===== config.mk =====
export PLATFORM = sky130hd
export DESIGN_NAME = bbc_io_responder
export DESIGN_NICKNAME = d
export VERILOG_FILES = /design/src/rtl/bbc_io_responder.sv
export SDC_FILE = /design/constraint.sdc
export NUM_CORES = 1
export LEC_CHECK = 0
export ABC_AREA = 0
export BUFFER_PORTS_ARGS = -buffer_cell sky130_fd_sc_hd__clkbuf_2
export CORE_MARGIN = 2
export CORE_UTILIZATION = 61
export CTS_BUF_LIST = sky130_fd_sc_hd__clkbuf_8
export CTS_CLUSTER_DIAMETER = 30
export DETAILED_ROUTE_END_ITERATION = 7
export PLACE_DENSITY = 0.83
export SYNTH_ARGS = -nofsm -noshare
export SYNTH_HDL_FRONTEND = slang
export SYNTH_SLANG_ARGS = --single-unit
export TNS_END_PERCENT = 10

===== constraint.sdc =====
create_clock -name hsclk -period 3.6 [get_ports hsclk]
set_input_delay 0.18 -clock hsclk [delete_from_list [all_inputs] [get_ports hsclk]]
set_output_delay 0.18 -clock hsclk [all_outputs]
set_load 0.02 [all_outputs]

===== src/rtl/bbc_io_responder.sv =====
`timescale 1ns/1ps
// BBC bus register window (DATA/STATUS/CONTROL) that bridges host accesses to a
// local TX byte FIFO and an RX holding register. Everything runs on hsclk.
module bbc_io_responder #(
  parameter logic [15:0] BASE_ADR = 16'hFE38,
  parameter int          TX_DEPTH = 8
) (
  input  logic        hsclk,
  input  logic        rst,
  input  logic        bbc_phi2,
  input  logic [15:0] bbc_adr,
  input  logic        bbc_rnw,
  input  logic [7:0]  bbc_data_in,
  output logic [7:0]  bbc_data_out,
  output logic        bbc_data_oe,
  output logic [7:0]  tx_data,
  output logic        tx_valid,
  input  logic        tx_ready,
  input  logic [7:0]  rx_data,
  input  logic        rx_valid,
  output logic        rx_ready,
  output logic        irq_b
);
  localparam int AW = $clog2(TX_DEPTH);

  logic          phi2_s1_q, phi2_s1_d, phi2_s2_q, phi2_s2_d, phi2_s3_q, phi2_s3_d;
  logic [1:0]    init_q, init_d;
  logic          armed_q, armed_d, run_q, run_d;
  logic          sel_q, sel_d, rnw_q, rnw_d;
  logic [1:0]    off_q, off_d;
  logic [7:0]    rd_val_q, rd_val_d, wr_q, wr_d;
  logic [7:0]    mem_q [TX_DEPTH];
  logic [7:0]    mem_d [TX_DEPTH];
  logic [AW-1:0] wr_ptr_q, wr_ptr_d, rd_ptr_q, rd_ptr_d;
  logic [3:0]    tx_cnt_q, tx_cnt_d;
  logic          tx_ovf_q, tx_ovf_d;
  logic          rx_full_q, rx_full_d;
  logic [7:0]    rx_hold_q, rx_hold_d;
  logic          rx_ie_q, rx_ie_d, txe_ie_q, txe_ie_d;
  logic          irq_b_q, irq_b_d;

  logic       rise_det, fall_det, commit, win_match;
  logic       tx_empty, tx_full, tx_pop, push, push_ok, flush, rx_load, irq_cond;
  logic [7:0] status, rd_mux;

  // armed_q blocks a strobe that was already high when reset was released.
  assign rise_det  = phi2_s2_q & ~phi2_s3_q & armed_q;
  assign fall_det  = ~phi2_s2_q & phi2_s3_q;
  assign commit    = fall_det & sel_q;
  assign win_match = (bbc_adr[15:2] == BASE_ADR[15:2]);

  assign tx_empty = (tx_cnt_q == 4'd0);
  assign tx_full  = (tx_cnt_q == 4'(TX_DEPTH));
  assign tx_pop   = ~tx_empty & tx_ready;
  assign push     = commit & ~rnw_q & (off_q == 2'd0);
  assign push_ok  = push & ~tx_full;
  assign flush    = commit & ~rnw_q & (off_q == 2'd2) & wr_q[7];
  assign rx_load  = rx_valid & rx_ready;
  assign irq_cond = (rx_ie_q & rx_full_q) | (txe_ie_q & tx_empty);
  assign status   = {irq_cond, tx_cnt_q[2:0], tx_ovf_q, tx_empty, tx_full, rx_full_q};

  always_comb begin
    rd_mux = 8'h00;
    case (bbc_adr[1:0])
      2'd0:    rd_mux = rx_hold_q;
      2'd1:    rd_mux = status;
      2'd2:    rd_mux = {6'b0, txe_ie_q, rx_ie_q};
      default: rd_mux = 8'h00;
    endcase
  end

  always_comb begin
    phi2_s1_d = bbc_phi2;
    phi2_s2_d = phi2_s1_q;
    phi2_s3_d = phi2_s2_q;
    init_d    = {init_q[0], 1'b1};
    armed_d   = armed_q | (init_q[1] & ~phi2_s2_q);
    run_d     = 1'b1;
    sel_d     = sel_q;
    rnw_d     = rnw_q;
    off_d     = off_q;
    rd_val_d  = rd_val_q;
    wr_d      = wr_q;
    mem_d     = mem_q;
    wr_ptr_d  = wr_ptr_q;
    rd_ptr_d  = rd_ptr_q;
    tx_cnt_d  = tx_cnt_q;
    tx_ovf_d  = tx_ovf_q;
    rx_full_d = rx_full_q;
    rx_hold_d = rx_hold_q;
    rx_ie_d   = rx_ie_q;
    txe_ie_d  = txe_ie_q;
    irq_b_d   = ~irq_cond;

    if (rise_det) begin
      sel_d    = win_match;
      off_d    = bbc_adr[1:0];
      rnw_d    = bbc_rnw;
      rd_val_d = rd_mux;
    end else if (fall_det) begin
      sel_d = 1'b0;
    end
    if (phi2_s2_q & sel_q & ~rnw_q) wr_d = bbc_data_in;

    // Flush overrides any local pop landing in the same cycle.
    if (flush) begin
      wr_ptr_d = '0;
      rd_ptr_d = '0;
      tx_cnt_d = 4'd0;
    end else begin
      if (push_ok) begin
        mem_d[wr_ptr_q] = wr_q;
        wr_ptr_d        = wr_ptr_q + AW'(1);
      end
      if (tx_pop) rd_ptr_d = rd_ptr_q + AW'(1);
      tx_cnt_d = tx_cnt_q + {3'b0, push_ok} - {3'b0, tx_pop};
    end

    if (push & tx_full) tx_ovf_d = 1'b1;
    if (commit & rnw_q & (off_q == 2'd1)) tx_ovf_d = 1'b0;

    if (commit & ~rnw_q & (off_q == 2'd2)) begin
      rx_ie_d  = wr_q[0];
      txe_ie_d = wr_q[1];
    end

    if (commit & rnw_q & (off_q == 2'd0) & rx_full_q) rx_full_d = 1'b0;
    if (rx_load) begin
      rx_full_d = 1'b1;
      rx_hold_d = rx_data;
    end
  end

  always_ff @(posedge hsclk or posedge rst) begin
    if (rst) begin
      phi2_s1_q <= 1'b0;
      phi2_s2_q <= 1'b0;
      phi2_s3_q <= 1'b0;
      init_q    <= 2'b00;
      armed_q   <= 1'b0;
      run_q     <= 1'b0;
      sel_q     <= 1'b0;
      rnw_q     <= 1'b0;
      off_q     <= 2'd0;
      rd_val_q  <= 8'h00;
      wr_q      <= 8'h00;
      for (int i = 0; i < TX_DEPTH; i++) mem_q[i] <= 8'h00;
      wr_ptr_q  <= '0;
      rd_ptr_q  <= '0;
      tx_cnt_q  <= 4'd0;
      tx_ovf_q  <= 1'b0;
      rx_full_q <= 1'b0;
      rx_hold_q <= 8'h00;
      rx_ie_q   <= 1'b0;
      txe_ie_q  <= 1'b0;
      irq_b_q   <= 1'b1;
    end else begin
      phi2_s1_q <= phi2_s1_d;
      phi2_s2_q <= phi2_s2_d;
      phi2_s3_q <= phi2_s3_d;
      init_q    <= init_d;
      armed_q   <= armed_d;
      run_q     <= run_d;
      sel_q     <= sel_d;
      rnw_q     <= rnw_d;
      off_q     <= off_d;
      rd_val_q  <= rd_val_d;
      wr_q      <= wr_d;
      mem_q     <= mem_d;
      wr_ptr_q  <= wr_ptr_d;
      rd_ptr_q  <= rd_ptr_d;
      tx_cnt_q  <= tx_cnt_d;
      tx_ovf_q  <= tx_ovf_d;
      rx_full_q <= rx_full_d;
      rx_hold_q <= rx_hold_d;
      rx_ie_q   <= rx_ie_d;
      txe_ie_q  <= txe_ie_d;
      irq_b_q   <= irq_b_d;
    end
  end

  // Drive enable follows the raw strobe so the bus is released as phi2 falls.
  assign bbc_data_oe  = bbc_phi2 & sel_q & rnw_q & ~rst;
  assign bbc_data_out = rd_val_q;
  assign tx_valid     = ~tx_empty;
  assign tx_data      = mem_q[rd_ptr_q];
  assign rx_ready     = ~rx_full_q & run_q;
  assign irq_b        = irq_b_q;
endmodule


# --- Yosys cells after proc, flatten, opt, wreduce, memory -nomap -nowiden ---
# Cells that the tools add are included.
totals:
  mem_bits_rw: 0
  latchBits: 0
  output_inout_bits: 20
  mem_count: 0
  mem_bits_ro: 0
  register_bits: 114
classes:
  multipliers: 0
  n_mux: 18
  n_lt_le_gt_ge: 3
  eq_ne: 6
  add_sub_neg: 4
  shifts: 0
  n_div: 0
  reduce_logical: 10
  bitwise_logic: 38
ops:
  columns: ["op", "n"]
  rows:
  - ["$bwmux W64", 1]
  - ["$and A1 B1 Y1", 25]
  - ["$bmux W8 S3", 1]
  - ["$demux W8 S3", 1]
  - ["$mux W8", 3]
  - ["$pmux W8 S3", 1]
  - ["$eq A14 B14 Y1 const B", 1]
  - ["$mux W3", 4]
  - ["$reduce_bool A2 Y1", 5]
  - ["$not A1 Y1", 9]
  - ["$ge A4 B4 Y1 const B", 2]
  - ["$not A3 Y4", 2]
  - ["$add A3 B1 Y3 const B", 2]
  - ["$mux W1", 6]
  - ["$add A4 B1 Y4", 1]
  - ["$eq A2 B1 Y1 const B", 2]
  - ["$eq A2 B2 Y1 const B", 2]
  - ["$eq A4 B4 Y1 const B", 1]
  - ["$logic_not A2 Y1", 2]
  - ["$logic_not A4 Y1", 1]
  - ["$lt A4 B1 Y1 const B", 1]
  - ["$mux W4", 1]
  - ["$sub A4 B1 Y4", 1]
  - ["$or A1 B1 Y1", 2]
  - ["2 further kinds", 2]

# --- Depth between registers and ports, before layout ---
depth:
  ltp_word: 9
  mapped_depth: 13
  depth_no_buf: 13

# --- Least setup slack after synthesis ---
# Ideal clock, no wire load.
synth_timing:
  path_kind: "register -> register"
  start: "reg tx_cnt_q[2]"
  end: "reg tx_cnt_q[2]"
  stages_incl_launch_ff: 12
  setup_ns: 0.131
  required_ns: 3.469
  arrival_time_ns: 2.327
  path_slack_ns: 1.142
  path_cell_list: "dfrtp_1 -> inv_1 -> ha_1 -> nor3b_2 -> nor4_1 -> inv_1 -> ha_1 -> inv_1 -> ha_1 -> fa_1 -> xnor2_1 -> nor2_1"
synth_via:
  elab_chain_cells: 6
synth_rtl:
  columns: ["item", "line_no", "text"]
  rows:
  - ["from (decl)", "35", "logic [3:0] tx_cnt_q, tx_cnt_d;"]
  - ["from (signal assigned)", "172", "tx_cnt_q <= tx_cnt_d;"]
  - ["$eq A4 B4 Y1", "53", "assign tx_full = (tx_cnt_q == 4'(TX_DEPTH));"]
  - ["$not A1 Y1", "56", "assign push_ok = push & ~tx_full;"]
  - ["$and A1 B1 Y1", "56", null]
  - ["$add A4 B1 Y4", "116", "tx_cnt_d = tx_cnt_q + {3'b0, push_ok} - {3'b0, tx_pop};"]
  - ["$sub A4 B1 Y4 (*)", "116", null]
  - ["$mux W4 (*)", "106", "if (flush) begin"]
  - ["named net tx_cnt_d[2]", "35", null]
# The timed path passes the listed nets; every way through them passes the cells marked *.
# A chain may end at the register's enable or synchronous reset.

# --- Final worst setup path ---
# Same ends and word-level chain as after synthesis.

==> results.cfg <==
[final_layout]
drive_above_1_share_pct = 47.5
area_growth_pct = 18.0
num_antenna_cells = 0
multiInputGateArea_um2 = 2250
seq_area_um2 = 2830
final_net_count = 489
fillCellCount = 513

[place]
dp_hpwl_um = 6810
gp_congestion = 0.764
io_buffers = 57

[clock_network]
numCtsBuffers = 17
postCtsSetupRepairBufs = 0
insertion_delay_ns = 0.43
cts_root_buf = clkbuf_8
htreeDepth = 4
cts_tree = yes
clk_pin_slew_ns = 0.08
cts_buffer_depth = 2
clock_sinks = 113

[die]
fp.dieH_um = 96.3
io_pins = 58
core_um2 = 8220
start_util_pct = 63.2
rows = 33
die_x_um = 96.3
die_area_um2 = 9260

[route]
vias = 3264
viasPerCell = 5.83
drc_errors = 0
drt-initial-drc-count = 152
routedWlPerCell_um = 18.7
drtPass1Iterations = 4
postRouteAntennaNets = 0
drt_wl_total_um = 10500

[global_routing]
antenna_found_initial = 0
gr-total-overflow = 0
grt_pass1_wl_um = 16900
gr-usage-all-layers_pct = 25.3
grt_start_max_net_pins = 66
grt_pass1_vias = 3368

[power_and_ir_drop]
switching_share_pct = 31.8
clkPwrFrac_pct = 32.7
power_w = 0.00335
seq_power_share_pct = 47.8
powerDensity_nw_per_um2 = 547
p_int_w = 0.00229
switchingPower_w = 0.00107
pwr-share-comb_pct = 19.5
peakVddDrop_mv = 0.556
leakage_nw = 3.01

[job]
cap_violations = 0

[critical_path]
worst_setup_path_start_kind = register
crit_type = register to register
crit_required_ns = 3.91
r2r_slack_ns = 0.83
endpoint_kind = register
cp_max_fo = 5
cp.arrival_ns = 3.08

[sta]
maxSlewHeadroom_pct = 42.3
drv_slew = 0
hold_viol = 0
tns_ns = 0
setup_viol = 0
period_share_pct = 77.0
worst_pin_slew_ns = 0.865
rsz0062_at_grt = false
hold_slack_ns = 0.0244
fmax_ghz = 0.361
fin_skew_ns = 0.0165
fin_crit_ns = 2.77

[yosys]
synth-seq-cells = 113
yosysMostFrequentCell = dfrtp_1
synthTopCellsByArea = dfrtp_1 54%, mux2_2 20%, mux4_2 6.9%, ha_1 1.9%, mux2i_1 1.3%
synthCells = 361
synth_largest_area_cell = dfrtp_1
ys_seq_area_share_pct = 54.5
async_reset_ff_share_pct = 100
ys_warn_count = 0
synth_area_per_cell_um2 = 14.4
yosysTopAreaCellShare_pct = 54.0
netlist_area_um2 = 5190
synth_flop_cell = dfrtp_1
synth_nets = 408
synth_edf_count = 0
synth_common_cells = 112 x dfrtp_1, 94 x mux2_2, 16 x mux4_2, 16 x nand2_1, 13 x nor2_1
synth_cell_types = 47

[hold_path]
holdCritPathClass = input port to register

[outcome]
status = finished, final reports clean
-- placed cells by master (no fill, tap or decap), types with 2 or more instances in the layout --
cell type | Yosys | final
dfrtp_1 | 112 | 112
nand3_1 | 2 | 2
nor4_1 | 2 | 2
nand3b_1 | 2 | 2
nor3b_1 | 2 | 2
inv_1 | 11 | 11
nor2b_1 | 5 | 5
xor2_1 | 2 | 2
a21o_1 | 3 | 3
ha_1 | 8 | 8
nand3_2 | 3 | 3
clkbuf_8 | 0 | 17
nand2b_1 | 3 | 3
nor2_1 | 13 | 13
inv_6 | 0 | 3
nor3_1 | 2 | 2
o31ai_1 | 5 | 5
a21oi_1 | 5 | 5
nand4_1 | 2 | 2
clkinvlp_4 | 0 | 6
o21ai_0 | 3 | 3
dlygate4sd3_1 | 0 | 19
nand2_2 | 2 | 2
mux2_2 | 94 | 94
mux4_2 | 16 | 16
clkinv_4 | 0 | 3
clkbuf_2 | 0 | 57
xnor2_1 | 3 | 3
nand4b_1 | 2 | 2
mux2i_1 | 7 | 7
buf_4 | 0 | 3
nand2_1 | 16 | 16
-- per-stage QoR --
stage	cell area [um2]	instances	utilization, %	worst slack (ns)
CTS	6130	560	74.6	0.808
floorplan	5190	361	-	0.434
global route	6130	560	74.6	0.553
finish	6130	560	74.6	0.828
detailed placement	5570	509	67.7	0.877
global placement	5570	509	67.7	0.933
-- power by group through the flow --
stage / registers [W] / clock network [W] / logic (W)
6_report: 0.00160 / 0.00110 / 0.000652
5_1_grt: 0.00163 / 0.00117 / 0.000713
4_1_cts: 0.00160 / 0.00112 / 0.000660
3_5_place_dp: 0.00162 / 0 / 0.000636
3_3_place_gp: 0.00162 / 0 / 0.000601
2_1_floorplan: 0.00152 / 0 / 0.000540
-- what timing repair did --
item,4_1_cts,5_1_grt
endpoints found under the setup margin,0,0
endpoints found under the hold margin,80,0
hold buffers,19,0
resized for setup,0,0
-- registers in the layout, indices dropped and copies added (netlist names) --
| register | flops |
|---|---|
| tx_cnt_q | 4 |
| rnw_q | 1 |
| sel_q | 1 |
| phi2_s1_q | 1 |
| off_q | 2 |
| rx_hold_q | 8 |
| wr_ptr_q | 3 |
| phi2_s2_q | 1 |
| wr_q | 8 |
| armed_q | 1 |
| bbc_data_out | 8 |
| txe_ie_q | 1 |
| phi2_s3_q | 1 |
| rd_ptr_q | 3 |
| mem_q | 64 |
| init_q | 2 |
| rx_full_q | 1 |
| rx_ie_q | 1 |
| tx_ovf_q | 1 |
| irq_b | 1 |
-- logic make-up after synthesis --
| logic type | synth area share, % |
|---|---|
| XOR/XNOR | 0.844 |
| AND/OR/NAND/NOR | 8.77 |
| multiplexers | 28.7 |
| buffers and inverters | 2.07 |
| flip-flops | 54.5 |
| adder cells (fa/ha/maj) | 2.31 |
| AO/OA/AOI/OAI | 2.75 |
| other | 0.0722 |
-- critical path: stages (launching register included) --
cell	delay, ns
dfrtp_1	0.37
inv_1	0.09
ha_1	0.22
nor3b_2	0.22
nor4_1	0.47
inv_1	0.12
ha_1	0.31
inv_1	0.04
ha_1	0.20
fa_1	0.40
xnor2_1	0.16
nor2_1	0.05
-- final timing paths --
path / from / to / cells after the start
worst max-delay path: tx_cnt_q[2]$_DFF_PP0_ / tx_cnt_q[2]$_DFF_PP0_ / 11
worst max register to register: tx_cnt_q[2]$_DFF_PP0_ / tx_cnt_q[2]$_DFF_PP0_ / 11
max in group asynchronous: rst / mem_q[46]$_DFFE_PP0P_ / 4
worst min-delay path: rx_valid / rx_full_q$_DFFE_PP0P_ / 2
min in group asynchronous: rst / bbc_data_out[4]$_DFFE_PP0P_ / 3
worst min register to register: phi2_s1_q$_DFF_PP0_ / phi2_s2_q$_DFF_PP0_ / 0
-- per-layer routing --
metal / share of wire, % / track usage, % / vias to the layer above
li1: - / - / 1479
met5: 0 / 0 / -
met2: 52 / 40.9 / 58
met3: 3.4 / 6.50 / 12
met1: 43 / 33.1 / 1715
met4: 1.4 / 9.40 / 0
-- cell type report --
| type | instances | share of cell area, % |
|---|---|---|
| timing repair buffer | 79 | 8.13 |
| clock buffer | 17 | 3.82 |
| sequential | 113 | 46.2 |
| tap | 105 | 2.14 |
| clock inverter | 15 | 2.23 |
| inverter | 11 | 0.715 |
| multi-input combinational | 220 | 36.8 |
Note: power is estimated with default switching activity, not from simulation.
